## src/rtl/sdp_ram_arbiter_pkg.sv

```systemverilog
// Shared types and constants for the two-requester simple-dual-port RAM arbiter.
package sdp_ram_arbiter_pkg;

    localparam int NUM_REQ    = 2;
    localparam int RD_LAT_MIN = 1;
    localparam int RD_LAT_MAX = 2;

    typedef logic req_id_t;

    function automatic logic [NUM_REQ-1:0] id_onehot(input req_id_t id);
        return id ? 2'b10 : 2'b01;
    endfunction

endpackage

```

## src/rtl/sdp_ram_arbiter_rr_arb2.sv

```systemverilog
// Two-way round-robin arbiter: combinational grant, pointer moves past the winner on accept.
module rr_arb2
    import sdp_ram_arbiter_pkg::*;
(
    input  logic               clk,
    input  logic               rst,
    input  logic [NUM_REQ-1:0] i_req,
    input  logic               i_accept,
    output logic [NUM_REQ-1:0] o_gnt
);

    req_id_t r_ptr;

    always_comb begin
        o_gnt = '0;
        case (i_req)
            2'b01:   o_gnt = 2'b01;
            2'b10:   o_gnt = 2'b10;
            2'b11:   o_gnt = id_onehot(r_ptr);
            default: o_gnt = '0;
        endcase
    end

    // The pointer favours the requester that did not just win.
    always_ff @(posedge clk or posedge rst) begin
        if (rst) begin
            r_ptr <= 1'b0;
        end else if (i_accept) begin
            r_ptr <= ~o_gnt[1];
        end
    end

endmodule

```

## src/rtl/sdp_ram_arbiter.sv

```systemverilog
// Arbitrates two requesters onto one SDP BRAM and routes tagged read data back after RD_LAT cycles.
module sdp_ram_arbiter
    import sdp_ram_arbiter_pkg::*;
#(
    parameter int DW     = 16,
    parameter int AW     = 10,
    parameter int RD_LAT = 1
) (
    input  logic                  clk,
    input  logic                  rst,
    input  logic [NUM_REQ-1:0]    wr_req,
    input  logic [NUM_REQ*AW-1:0] wr_addr,
    input  logic [NUM_REQ*DW-1:0] wr_data,
    output logic [NUM_REQ-1:0]    wr_gnt,
    input  logic [NUM_REQ-1:0]    rd_req,
    input  logic [NUM_REQ*AW-1:0] rd_addr,
    output logic [NUM_REQ-1:0]    rd_gnt,
    output logic [NUM_REQ-1:0]    rd_rsp_vld,
    output logic [DW-1:0]         rd_rsp_data,
    output logic                  ram_wea,
    output logic [AW-1:0]         ram_addra,
    output logic [DW-1:0]         ram_dina,
    output logic                  ram_enb,
    output logic [AW-1:0]         ram_addrb,
    input  logic [DW-1:0]         ram_doutb
);

    localparam int LAT = (RD_LAT < RD_LAT_MIN) ? RD_LAT_MIN :
                         (RD_LAT > RD_LAT_MAX) ? RD_LAT_MAX : RD_LAT;

    logic [NUM_REQ-1:0] w_wr_gnt;
    logic [NUM_REQ-1:0] w_rd_gnt;
    logic               w_wr_acc;
    logic               w_rd_acc;
    req_id_t            w_wr_id;
    req_id_t            w_rd_id;
    logic               w_rsp_vld;

    logic               r_wea;
    logic [AW-1:0]      r_addra;
    logic [DW-1:0]      r_dina;
    logic [AW-1:0]      r_addrb;
    logic [LAT:0]       r_vld_p;
    req_id_t            r_id_p [LAT:0];

    assign w_wr_acc = |(wr_req & w_wr_gnt);
    assign w_rd_acc = |(rd_req & w_rd_gnt);
    assign w_wr_id  = w_wr_gnt[1];
    assign w_rd_id  = w_rd_gnt[1];

    rr_arb2 u_wr_arb (
        .clk      (clk),
        .rst      (rst),
        .i_req    (wr_req),
        .i_accept (w_wr_acc),
        .o_gnt    (w_wr_gnt)
    );

    rr_arb2 u_rd_arb (
        .clk      (clk),
        .rst      (rst),
        .i_req    (rd_req),
        .i_accept (w_rd_acc),
        .o_gnt    (w_rd_gnt)
    );

    // Stage p0: port A registers
    always_ff @(posedge clk or posedge rst) begin
        if (rst) begin
            r_wea   <= 1'b0;
            r_addra <= '0;
            r_dina  <= '0;
        end else begin
            r_wea <= w_wr_acc;
            if (w_wr_acc) begin
                r_addra <= w_wr_id ? wr_addr[AW +: AW] : wr_addr[0 +: AW];
                r_dina  <= w_wr_id ? wr_data[DW +: DW] : wr_data[0 +: DW];
            end
        end
    end

    // Stage p0 is the enb cycle; stage pLAT lines up with valid doutb
    always_ff @(posedge clk or posedge rst) begin
        if (rst) begin
            r_addrb <= '0;
            r_vld_p <= '0;
            for (int k = 0; k <= LAT; k++) begin
                r_id_p[k] <= 1'b0;
            end
        end else begin
            r_vld_p   <= {r_vld_p[LAT-1:0], w_rd_acc};
            r_id_p[0] <= w_rd_id;
            for (int k = 1; k <= LAT; k++) begin
                r_id_p[k] <= r_id_p[k-1];
            end
            if (w_rd_acc) begin
                r_addrb <= w_rd_id ? rd_addr[AW +: AW] : rd_addr[0 +: AW];
            end
        end
    end

    assign w_rsp_vld   = r_vld_p[LAT];
    assign rd_rsp_vld  = w_rsp_vld ? id_onehot(r_id_p[LAT]) : '0;
    assign rd_rsp_data = w_rsp_vld ? ram_doutb : '0;

    assign wr_gnt    = w_wr_gnt;
    assign rd_gnt    = w_rd_gnt;
    assign ram_wea   = r_wea;
    assign ram_addra = r_addra;
    assign ram_dina  = r_dina;
    assign ram_enb   = r_vld_p[0];
    assign ram_addrb = r_addrb;

endmodule
```

## config.mk

```make
export PLATFORM = sky130hd
export DESIGN_NAME = sdp_ram_arbiter
export DESIGN_NICKNAME = d
export VERILOG_FILES = /design/src/rtl/sdp_ram_arbiter_pkg.sv /design/src/rtl/sdp_ram_arbiter_rr_arb2.sv /design/src/rtl/sdp_ram_arbiter.sv
export SDC_FILE = /design/constraint.sdc
export NUM_CORES = 1
export LEC_CHECK = 0
export BUFFER_PORTS_ARGS = -buffer_cell sky130_fd_sc_hd__buf_2
export CAP_MARGIN = 40
export CELL_PAD_IN_SITES_DETAIL_PLACEMENT = 1
export CELL_PAD_IN_SITES_GLOBAL_PLACEMENT = 1
export CORE_MARGIN = 1
export CORE_UTILIZATION = 33
export DETAILED_ROUTE_END_ITERATION = 8
export GPL_TIMING_DRIVEN = 0
export PLACE_DENSITY_LB_ADDON = 0.1
export SETUP_SLACK_MARGIN = 0.1
export SLEW_MARGIN = 20
export SYNTH_ARGS = -nofsm -noshare
export SYNTH_HDL_FRONTEND = slang
export SYNTH_HIERARCHICAL = 1
export SYNTH_SLANG_ARGS = --single-unit
```

## constraint.sdc

```tcl
create_clock -name clk -period 3.8 [get_ports clk]
set_input_delay 0.19 -clock clk [delete_from_list [all_inputs] [get_ports clk]]
set_output_delay 0.19 -clock clk [all_outputs]
set_load 0.01 [all_outputs]
```

After elaboration in Yosys (flattened, before gate mapping). Cells that the tools add are included.

Output and inout bits: 60. Bits in registers: 43. Input bits: 94. Logic and storage cells: 31.

Equality and inequality tests: 6. Bitwise gates (word level): 4. Mux-type cells: 10. Reduce and logical (&&, ||, !) cells: 2.

Operator list (count): 16-bit 2-to-1 mux (2); 10-bit 2-to-1 mux (2); 2-bit one-hot mux with 3 select lines (2); 2-bit equality test (second input constant) (4); 2-bit 2-to-1 mux (4); 2-bit AND (2); 2-bit by 1-bit equality test with 1-bit output (second input constant) (2); 2-bit OR reduction (2); 1-bit NOT (2).

Depth between registers and ports, before layout. Gate-level depths: netlist of the first run.

Word-level depth: 4. Depth in mapped cells: 8. Depth with buffers taken out: 5.

By module. The synthesis of the first run kept the hierarchy.

By module, submodules not included: sdp_ram_arbiter (cells an instance 143, seq. area each 1026.0 µm², instances 1, area an instance 2110.8 µm²); rr_arb2 (cells an instance 7, seq. area each 25.0 µm², instances 2, area an instance 60.1 µm²).

Worst setup path before layout of the first run. OpenSTA, ideal clock, no wires.

Path type: reg2reg. Start point: register u_wr_arb.r_ptr. End point: register r_dina[0] (netlist: ram_dina[0]). Stages on the path, launching flop included: 8. Data required time: 3.675 ns. Library setup time: 0.125 ns. Period minus slack after synthesis: 1.750 ns. Arrival: 1.625 ns. Path buffers: 3. Path slack: 2.050 ns. Cells stage by stage: dfrtp_1 -> nand2b_1 -> and2_2 -> buf_6 -> a22o_1 -> buf_6 -> buf_6 -> mux2_4.

Word-level cells in the longest chain between the ends: 4. Elaborated cells between the ends (all ways): 5. Classes of those cells: mux: 3; bitwise: 1; reduce/logical: 1.

Ends and longest elaborated chain: start, declared (RTL line sdp_ram_arbiter_rr_arb2.sv:12) `req_id_t r_ptr;`; start signal, assigned (RTL line sdp_ram_arbiter_rr_arb2.sv:29) `r_ptr <= ~o_gnt[1];`; 2-bit 2-to-1 mux (RTL line sdp_ram_arbiter_pkg.sv:11) `return id ? 2'b10 : 2'b01;`; 2-bit one-hot mux with 3 select lines (RTL line sdp_ram_arbiter_rr_arb2.sv:16) `case (i_req)`; named net wr_gnt[1] (RTL line sdp_ram_arbiter.sv:14) `output logic [NUM_REQ-1:0] wr_gnt,`; 2-bit AND (RTL line sdp_ram_arbiter.sv:46) `assign w_wr_acc = |(wr_req & w_wr_gnt);`; 2-bit OR reduction (RTL line sdp_ram_arbiter.sv:46); named net w_wr_acc (RTL line sdp_ram_arbiter.sv:33) `logic w_wr_acc;`; end signal, assigned (RTL line sdp_ram_arbiter.sv:77) `r_dina <= w_wr_id ? wr_data[DW +: DW] : wr_data[0 +: DW];`; end, declared (RTL line sdp_ram_arbiter.sv:41) `logic [DW-1:0] r_dina;`.

The timed path passes the listed nets, and every way through them passes these cells. A chain may end at the register's enable or synchronous reset.

Worst setup path after layout of the first run.
Start point: register u_wr_arb.r_ptr. End point: register r_dina[11] (netlist: ram_dina[11]).

Word-level cells in the longest chain between the ends: 4. Elaborated cells between the ends (all ways): 5. Classes of those cells: mux: 3; bitwise: 1; reduce/logical: 1.

Ends and longest elaborated chain (RTL line): 2-bit 2-to-1 mux (*) (sdp_ram_arbiter_pkg.sv:11); 2-bit one-hot mux with 3 select lines (*) (sdp_ram_arbiter_rr_arb2.sv:16); 2-bit AND (sdp_ram_arbiter.sv:46); 2-bit OR reduction (sdp_ram_arbiter.sv:46).

Every way passes the cells marked *; elsewhere a longest branch is shown, timed or not.

==> results of run 1 <==
==> critical path, stage by stage, from the launching register on <==
cell	delay (ns)
dfrtp_1	0.41
nand2b_1	0.16
and2_2	0.20
buf_6	0.14
a22o_1	0.20
buf_6	0.15
buf_6	0.16
mux2_4	0.31
==> final timing paths <==
path | start | endpoint
min reg2reg | r_id_p[0] | r_id_p[1]
min in group asynchronous | rst | u_rd_arb/r_ptr
max in group asynchronous | rst | ram_addra[3]
max reg2reg | u_wr_arb/r_ptr | ram_dina[11]
max | u_wr_arb/r_ptr | ram_dina[11]
min | rd_req[1] | u_rd_arb/r_ptr
==> logic make-up (layout without fill, tap and decap cells) <==
group	after synthesis	count (layout)	synth area share, %
multiplexers	72	72	39.54
flip-flops	43	43	48.23
buffers and inverters	12	175	3.589
AO/OA/AOI/OAI	6	6	2.019
AND/OR/NAND/NOR	24	24	6.618
==> cell usage after synthesis (all sizes together) <==
| library cell | n |
|---|---|
| a21boi | 2 |
| a22o | 2 |
| a31oi | 2 |
| and2 | 19 |
| buf | 8 |
| clkbuf | 1 |
| dfrtp | 43 |
| inv | 3 |
| mux2 | 72 |
| nand2b | 2 |
| nor2 | 2 |
| nor2b | 1 |
==> state kept, by name (all words and copies together) (netlist names) <==
signal / cells
r_id_p: 2
ram_addra: 10
u_rd_arb/r_ptr: 1
r_vld_p: 2
u_wr_arb/r_ptr: 1
ram_wea: 1
ram_addrb: 10
ram_dina: 16
==> metal layers <==
metal	vias to the layer above	wire, um
li1	868	-
met3	5	476
met1	869	2237
met4	0	30
met2	91	2946
met5	-	0
==> layout by cell type (no fill, tap or decap), types with 2 or more instances in the layout <==
master	Yosys	final
a21boi_0	2	2
a22o_1	2	2
a31oi_1	2	2
and2_1	17	17
and2_2	2	2
buf_2	4	157
buf_6	4	4
clkbuf_8	0	5
clkinvlp_4	0	2
dfrtp_1	43	43
inv_1	3	2
mux2_2	53	53
mux2_4	19	19
nand2b_1	2	2
nor2_1	2	2
==> power by group <==
part           switching, mW  internal (mW)  total (mW)  leakage [nW]
clock network          0.157          0.128       0.285        0.0402
registers             0.0582          0.570       0.629         0.503
logic                  0.230          0.308       0.537          1.13
==> final cells by class <==
cell class	instances	area (sq um)	share of cell area [%]
Buffer	9	68.82	2.138
Clock buffer	5	68.82	2.138
Clock inverter	3	20.02	0.6218
Inverter	3	11.26	0.3498
Multi-Input combinational cell	102	1075	33.39
Sequential cell	43	1076	33.42
Tap cell	77	96.34	2.993
Timing Repair Buffer	155	803.3	24.95
==> results.py, run 1 <==
metrics = {
    "outcome": {
        "status": "finished, violations left",
        "violations": "design-rule violations",
    },
    "yosys": {
        "synth_area_leader_cell": "dfrtp_1",
        "synth.net_count": 251,
        "yosys.area.top_type_share_pct": 48.23,
        "ys_seq_area_share_pct": 48.23,
        "synthTopCellsByArea": "dfrtp_1 48%, mux2_2 27%, mux2_4 13%",
        "synthCells": 157,
        "ys_ff_latch": 43,
        "syn_area_per_cell_sq_um": 14.21,
        "yosysWarnings": 6,
        "synthesis.area_sq_mm": 0.002231,
        "ys_types": 15,
    },
    "cts": {
        "htreeDepth": 2,
        "clkSinkCount": 43,
        "tritoncts": "yes",
        "cts_resized": 0,
        "cts_made_buffers": 5,
        "path_clk_slew_ns": 0.09,
        "clock-root-buffer": "clkbuf_8",
        "ctsHoldBuffers": 1,
        "post-cts-setup-buffers": 0,
        "clkLatencyLatePin_ns": 0.29,
        "ctsLongestPathBuffers": 2,
    },
    "detailed_routing": {
        "drt_iter0_drc": 64,
        "wl_per_cell_um": 14.34,
        "via_count": 1833,
        "antenna_left": 0,
        "via_per_inst": 4.617,
        "drc": 27,
        "dr.pass1.iters": 6,
        "routed_wl_mm": 5.691,
    },
    "sta": {
        "fin_tns_setup_ns": 0,
        "max-slew-margin-rel_pct": 68.91,
        "rsz0062_at_grt": "false",
        "slew_viol_final": 0,
        "worst_pin_slew_ns": 0.4656,
        "fin_crit_sh_pct": 48.27,
        "setup_slack_ns": 1.966,
        "max_freq_mhz": 545.2,
        "fin_hold_ws_ns": 0.1209,
        "finalSetupViolCount": 0,
        "finClkSkew_ns": 0.006616,
        "period_needed_ns": 1.834,
        "hold_viol": 0,
    },
    "place": {
        "hpwlAfterDp_mm": 4.637,
        "placed_cell_area_sq_mm": 0.003120,
        "gp_congestion": 0.6821,
        "port_buffers": 153,
        "dp.cells": 388,
        "place_ws_ns": 1.979,
    },
    "critical_path": {
        "critical_path_required_ns": 3.98,
        "rrSetupSlack_ns": 1.97,
        "cp_max_fo": 10,
        "r2r_cells": 7,
        "critPathCaptureType": "register",
        "worst-setup-path-type": "register to register",
        "start_kind": "register",
        "cp.arrival_ns": 2.01,
    },
    "cells_and_area": {
        "antenna_cells": 0,
        "fin_util_pct": 50.13,
        "fillerInstances": 723,
        "synthToLayoutAreaGrowth_pct": 44.31,
        "stdcell_area_sq_mm": 0.003219,
        "stdcell_count": 397,
        "nNetsFinal": 413,
        "drive_gt1_share_pct": 76.56,
    },
    "floorplanning": {
        "die_h_um": 84.22,
        "num_io_pins": 154,
        "rows": 29,
        "core_area_sq_mm": 0.006422,
        "start_util_pct": 34.74,
        "die-area_sq_mm": 0.007093,
        "die_w_um": 84.22,
    },
    "run": {
        "drv_cap": 0,
    },
    "worst_hold_path": {
        "min_path_cells": 2,
        "hp-class": "input port to register",
    },
    "grt": {
        "globalRouteMet3Util_pct": 4.621,
        "antenna_found_initial": 0,
        "grt_usage_pct": 16.60,
        "grt-busiest-layer": "met2",
        "grtUsageMet1_pct": 19.01,
        "grt_start_max_net_pins": 23,
        "globalRouteOverflowTotal": 0,
        "grt_pass1_wl_mm": 9.390,
        "grt_use_met2_pct": 31.15,
        "grt_pass1_vias": 2005,
    },
    "pwr": {
        "ir_drop_mv": 0.1786,
        "finalPower_mw": 1.451,
        "pwr_density_cell_mw_per_mm2": 450.9,
        "power_leakage_nw": 1.672,
    },
}
No activity file was read; power rests on OpenSTA's default activity.
==> inputs of run 2 (changes only) <==
--- a/config.mk
+++ b/config.mk
@@ -10,7 +10,7 @@
 export CELL_PAD_IN_SITES_DETAIL_PLACEMENT = 1
 export CELL_PAD_IN_SITES_GLOBAL_PLACEMENT = 1
 export CORE_MARGIN = 1
-export CORE_UTILIZATION = 33
+export CORE_UTILIZATION = 28
 export DETAILED_ROUTE_END_ITERATION = 8
 export GPL_TIMING_DRIVEN = 0
 export PLACE_DENSITY_LB_ADDON = 0.1
==> constraint.sdc (replaced) <==
create_clock -name clk -period 1.5 [get_ports clk]
set_input_delay 0.075 -clock clk [delete_from_list [all_inputs] [get_ports clk]]
set_output_delay 0.075 -clock clk [all_outputs]
set_load 0.01 [all_outputs]
==> run 2 against run 1 <==
The flow finishes with violations (negative setup slack). Die area increased by 17%. Sequential power increased to 2.5 times the previous value. Count of clock-buffer cells in the layout increased by 1. Combinational power increased to 3.1 times the previous value. Cell count increased by 9.8%. Critical path type unchanged.
==> results.py, run 2 (synthesized netlist as in run 1, its figures left out) <==
metrics = {
    "worst_hold_path": {
        "min_to": "u_wr_arb/r_ptr",
        "hp-class": "input port to register",
        "hp-start": "wr_req[1]",
        "min_path_cells": 2,
    },
    "detailed_routing": {
        "routed_wl_mm": 5.946,
        "wl_per_cell_um": 13.64,
        "antenna_left": 0,
        "via_per_inst": 4.390,
        "dr.pass1.iters": 2,
        "drt_iter0_drc": 16,
        "via_count": 1914,
        "drc": 0,
    },
    "sta": {
        "period_needed_ns": 1.704,
        "fin_hold_ws_ns": 0.02347,
        "setup_slack_ns": -0.2035,
        "max-slew-margin-rel_pct": 76.31,
        "rsz0062_at_grt": "true",
        "hold_viol": 0,
        "fin_crit_sh_pct": 113.6,
        "finClkSkew_ns": 0.003061,
        "slew_viol_final": 0,
        "worst_pin_slew_ns": 0.3548,
        "finalSetupViolCount": 28,
        "max_freq_mhz": 587.0,
    },
    "critical_path": {
        "rr_startpoint": "u_wr_arb/r_ptr",
        "cp_max_fo": 12,
        "path_cells": "nand2b_4, and2_4, buf_8, a22o_1, buf_6, buf_12, mux2_4",
        "critPathCaptureType": "register",
        "crit_slowest_cell": "dfrtp_1",
        "cp.arrival_ns": 1.87,
        "critPathLaunch": "u_wr_arb/r_ptr",
        "critical_path_required_ns": 1.67,
        "r2r_cells": 7,
        "critical-path-max-stage-delay_ns": 0.40,
        "rrSetupSlack_ns": -0.20,
        "start_kind": "register",
        "r2r_end": "ram_dina[4]",
        "worst-setup-path-type": "register to register",
    },
    "place": {
        "hpwlAfterDp_mm": 4.314,
        "gp_congestion": 0.6282,
        "port_buffers": 153,
        "dp.cells": 413,
        "placed_cell_area_sq_mm": 0.003174,
    },
    "floorplanning": {
        "rows": 32,
        "die_w_um": 91.26,
        "die_h_um": 91.26,
        "die-area_sq_mm": 0.008328,
        "start_util_pct": 28.87,
        "num_io_pins": 154,
        "core_area_sq_mm": 0.007727,
    },
    "outcome": {
        "status": "finished, violations left",
        "violations": "negative setup slack",
    },
    "cells_and_area": {
        "stdcell_area_sq_mm": 0.003611,
        "mostFrequentLayoutCells": "152 x buf_2, 43 x dfrtp_1, 39 x mux2_4",
        "stdcell_count": 436,
        "final_common_cell": "buf_2",
        "fin_util_pct": 46.73,
        "fillerInstances": 879,
        "regArea_sq_mm": 0.001076,
        "synthToLayoutAreaGrowth_pct": 61.86,
        "nNetsFinal": 429,
        "multi_input_area_sq_mm": 0.001197,
        "drive_gt1_share_pct": 79.34,
        "antenna_cells": 0,
        "largest_reg_flops": 16,
    },
    "grt": {
        "grt_usage_pct": 14.86,
        "globalRouteOverflowTotal": 0,
        "antenna_found_initial": 0,
        "grt_start_max_net_pins": 28,
        "grt_pass1_vias": 2028,
        "grt_pass1_wl_mm": 9.867,
    },
    "pwr": {
        "ir_drop_mv": 0.4497,
        "p_comb_share_pct": 42.4,
        "switching_power_mw": 1.155,
        "pwr_density_cell_mw_per_mm2": 1087,
        "finalPower_mw": 3.926,
        "switching_share_pct": 29.42,
        "internal_power_mw": 2.771,
        "p_seq_share_pct": 40.6,
        "p_clk_share_pct": 17.1,
        "power_leakage_nw": 1.900,
    },
    "cts": {
        "path_clk_slew_ns": 0.07,
        "ctsLongestPathBuffers": 2,
        "clkSinkCount": 43,
        "htreeDepth": 2,
        "tritoncts": "yes",
        "cts_made_buffers": 5,
        "clkLatencyLatePin_ns": 0.28,
        "clock-root-buffer": "clkbuf_8",
    },
    "run": {
        "drv_cap": 0,
    },
}
## run 2: cell types whose count changed in the layout (fill, tap and decap cells not counted), sizes merged
cell / before / now
clkbuf: 6 / 7
clkinvlp: 2 / 0
clkinv: 1 / 0
buf: 162 / 178
## run 2: timing repair
item	in CTS	in global routing
gates cloned	3	0
resized for setup	35	12
setup endpoints to repair	42	39
endpoints found under the hold margin	16	0
setup buffers	10	3
pin swaps	2	2
hold buffers	1	0
## run 2: worst max-delay path by stage
stage,to,depth (start not counted)
floorplan,ram_dina[0],7
global placement,ram_dina[14],6
detailed placement,ram_dina[15],6
CTS,ram_addra[2],7
global route,ram_dina[3],7
finish,ram_dina[4],7
## run 2: per-layer routing
metal | GRT usage (%) | part of all wire [%] | vias up
li1 | - | - | 901
met1 | 18.07 | 42 | 911
met2 | 25.57 | 49 | 96
met3 | 4.355 | 7.8 | 6
met4 | 3.968 | 0.99 | 0
met5 | 0 | 0 | -
## run 2: area by class of cell
type                    instances  area share, %
well taps                     102          3.534
clock buffers                   6          2.010
multi-input cells             102          33.16
repair buffers                171          27.41
inverters                       3         0.3119
plain buffers                   9          3.777
flip-flops and latches         43          29.80
## run 2: per-stage QoR
step           setup WS [ns]  TNS [ns]
2_1_floorplan        -0.1499    -2.982
3_3_place_gp         -0.3064    -11.90
3_5_place_dp         -0.3299    -6.776
4_1_cts              -0.2293    -5.271
5_1_grt              -0.2695    -6.590
6_report             -0.2035    -4.729
## run 2: critical path, delay by kind of cell (launching register included)
family | cells | cell delay [ns]
AO/OA/AOI/OAI | 1 | 0.19
buffers and inverters | 3 | 0.42
AND/OR/NAND/NOR | 2 | 0.29
flip-flops | 1 | 0.40
multiplexers | 1 | 0.29
## run 2: power by group through the flow
stage,registers [mW],clock network (mW),logic [mW]
after global routing,1.64,0.746,1.79
after CTS,1.60,0.708,1.63
after floorplan,1.74,0,0.702
final,1.59,0.670,1.66
after global placement,1.60,0,1.38
after detailed placement,1.61,0,1.41
==> inputs of run 3 (changes only) <==
--- a/config.mk
+++ b/config.mk
@@ -5,12 +5,13 @@
 export SDC_FILE = /design/constraint.sdc
 export NUM_CORES = 1
 export LEC_CHECK = 0
+export ABC_AREA = 1
 export BUFFER_PORTS_ARGS = -buffer_cell sky130_fd_sc_hd__buf_2
 export CAP_MARGIN = 40
 export CELL_PAD_IN_SITES_DETAIL_PLACEMENT = 1
 export CELL_PAD_IN_SITES_GLOBAL_PLACEMENT = 1
 export CORE_MARGIN = 1
-export CORE_UTILIZATION = 28
+export CORE_UTILIZATION = 25
 export DETAILED_ROUTE_END_ITERATION = 8
 export GPL_TIMING_DRIVEN = 0
 export PLACE_DENSITY_LB_ADDON = 0.1
==> run 3 against run 2 <==
The run ends with design-rule violations left. Combinational power is 9.6% higher. Cell count is 42% higher. Synthesized cell count is 120% higher. Global-route usage rose by 1.2 points. Clock power grew 31%. Critical endpoint is now u_wr_arb/r_ptr. Largest power group unchanged.
==> results.py, run 3 <==
metrics = {
    "cells_and_area": {
        "synthToLayoutAreaGrowth_pct": 50.65,
        "multi_input_area_sq_mm": 0.001047,
        "final_common_cell": "nand2_1",
        "mostFrequentLayoutCells": "208 x nand2_1, 157 x buf_2, 43 x dfrtp_1",
        "largest_reg_flops": 16,
        "fillerInstances": 1192,
        "regArea_sq_mm": 0.001076,
        "nNetsFinal": 603,
        "drive_gt1_share_pct": 37.52,
        "antenna_cells": 0,
    },
    "floorplanning": {
        "die_h_um": 98.17,
        "die_w_um": 98.17,
        "rows": 34,
        "num_io_pins": 154,
        "core_area_sq_mm": 0.008848,
        "die-area_sq_mm": 0.009637,
        "start_util_pct": 26.13,
    },
    "detailed_routing": {
        "routed_wl_mm": 7.672,
        "via_per_inst": 4.339,
        "via_count": 2677,
        "drt_iter0_drc": 63,
        "antenna_left": 0,
        "wl_per_cell_um": 12.43,
        "dr.pass1.iters": 8,
        "drc": 13,
    },
    "grt": {
        "antenna_found_initial": 0,
        "grt_start_max_net_pins": 26,
        "grt_pass1_wl_mm": 12.69,
        "grt_pass1_vias": 2729,
        "grt_usage_pct": 16.05,
        "globalRouteOverflowTotal": 0,
    },
    "sta": {
        "hold_viol": 0,
        "period_needed_ns": 1.310,
        "rsz0062_at_grt": "false",
        "finalSetupViolCount": 0,
        "max_freq_mhz": 763.4,
        "worst_pin_slew_ns": 0.4861,
        "fin_tns_setup_ns": 0,
        "finClkSkew_ns": 0.01017,
        "slew_viol_final": 0,
        "max-slew-margin-rel_pct": 67.59,
        "fin_crit_sh_pct": 87.33,
    },
    "cts": {
        "clock-root-buffer": "clkbuf_8",
        "path_clk_slew_ns": 0.09,
        "clkLatencyLatePin_ns": 0.29,
        "cts_made_buffers": 5,
        "htreeDepth": 2,
        "clkSinkCount": 43,
        "ctsLongestPathBuffers": 2,
        "tritoncts": "yes",
    },
    "yosys": {
        "synthTopCellsByCount": "210 x nand2_1, 43 x dfrtp_1, 38 x nand3_1, 25 x inv_1, 10 x buf_2",
        "yosysWarnings": 6,
        "synthCells": 341,
        "ys_seq_area_share_pct": 46.54,
        "synthesis.area_sq_mm": 0.002312,
        "ys_types": 13,
        "synth_area_leader_cell": "dfrtp_1",
        "synth.net_count": 435,
        "syn_area_per_cell_sq_um": 6.781,
        "synth_top_flop_cell": "dfrtp_1",
        "yosys.area.top_type_share_pct": 46.54,
        "synth.most_common_cell": "nand2_1",
        "synthTopCellsByArea": "dfrtp_1 47%, nand2_1 34%, nand3_1 8.2%",
        "synth_edf_count": 0,
        "async_flop_share_pct": 100.0,
        "ys_ff_latch": 43,
    },
    "place": {
        "gp_congestion": 0.7435,
        "port_buffers": 153,
        "hpwlAfterDp_mm": 5.717,
    },
    "pwr": {
        "power_leakage_nw": 2.259,
        "finalPower_mw": 4.391,
        "ir_drop_mv": 0.5079,
        "pwr_density_cell_mw_per_mm2": 1261,
    },
    "critical_path": {
        "critPathCaptureType": "register",
        "cp_top_family": "simple AND/OR/NAND/NOR gates",
        "critical_path.n_buffers_inverters": 3,
        "cp_max_fo": 9,
        "path_cells": "nand2_1, nand2_2, buf_6, nand2_8, nand2_8, buf_8, inv_1, nand2_1, nand2_1",
        "crit_top_cell": "nand2_1",
        "critical_path_required_ns": 1.68,
        "cp.arrival_ns": 1.49,
        "critical-path-max-stage-delay_ns": 0.39,
        "rrSetupSlack_ns": 0.19,
        "crit_slowest_cell": "dfrtp_1",
        "worst-setup-path-type": "register to register",
        "start_kind": "register",
    },
    "run": {
        "drv_cap": 0,
    },
    "outcome": {
        "violations": "design-rule violations",
        "status": "finished, violations left",
    },
    "worst_hold_path": {
        "hp-class": "input port to register",
    },
}
run 3: cell count changes in the layout (fill, tap and decap cells not counted), moves of 5 or more:
| cell | before | now |
|---|---|---|
| buf_2 | 152 | 157 |
| nand2_1 | 0 | 208 |
| and2_1 | 17 | 0 |
| mux2_4 | 39 | 0 |
| nand3_1 | 0 | 38 |
| inv_1 | 2 | 24 |
| mux2_2 | 33 | 0 |
run 3: routing by layer:
layer,GRT usage [%],share of wire (%),wire length [um],vias to the layer above
met1,20.30,46,3544,1223
li1,-,-,-,1364
met3,3.722,7.0,536,2
met4,3.100,0.43,33,0
met5,0,0,0,-
met2,28.01,46,3558,88
run 3: report_power, final:
part	switching (mW)	internal, mW
Combinational	1.03	0.790
Sequential	0.190	1.50
Clock	0.389	0.489
Total	1.61	2.78
run 3: area by class of cell:
class / instances / area share [%]
buffer: 17 / 4.059
clock buffer: 6 / 2.083
clock inverter: 1 / 0.8621
inverter: 27 / 3.161
multi-input combinational: 254 / 30.06
sequential: 43 / 30.89
tap: 108 / 3.879
timing repair buffer: 161 / 25.00
run 3: final timing paths:
check,from,cells past startpoint,endpoint
setup / recovery,u_wr_arb/r_ptr,9,u_wr_arb/r_ptr
hold / removal,wr_addr[5],5,ram_addra[5]
setup reg to reg,u_wr_arb/r_ptr,9,u_wr_arb/r_ptr
hold reg to reg,r_id_p[0],0,r_id_p[1]
max in group asynchronous,rst,4,ram_addra[1]
min in group asynchronous,rst,3,u_rd_arb/r_ptr
run 3: what timing repair did:
item,in CTS,in global routing
endpoints found under the hold margin,18,0
cloned,0,1
pin swaps,1,1
hold buffers,1,0
endpoints found under the setup margin,2,41
setup buffers,1,4
gates resized for setup,2,18
run 3: kinds of logic (layout without fill, tap and decap cells):
family	after synthesis	after routing	share of synthesized area, %
DFF	43	43	46.54
AOI/OAI and AO/OA	2	2	0.4329
and+or+nand+nor	252	252	43.72
buffers and inverters	44	212	9.307
run 3: metrics by stage:
stage	hold WS [ns]	area, sq um	setup slack (ns)	util (%)	std cells
after floorplan	-0.1963	2312	0.1430	-	341
after global placement	-0.04796	3213	-0.2641	36.31	602
after detailed placement	-0.03996	3233	0.06685	36.54	603
after CTS	0.05371	3363	0.1053	38.01	612
after global routing	0.08035	3483	0.09579	39.37	617
final	0.06061	3483	0.1900	39.37	617
run 3: worst reg2reg max path: stages (launching register included):
cell	delay, ns
dfrtp_1	0.39
nand2_1	0.09
nand2_2	0.09
buf_6	0.15
nand2_8	0.09
nand2_8	0.12
buf_8	0.13
inv_1	0.04
nand2_1	0.05
nand2_1	0.05
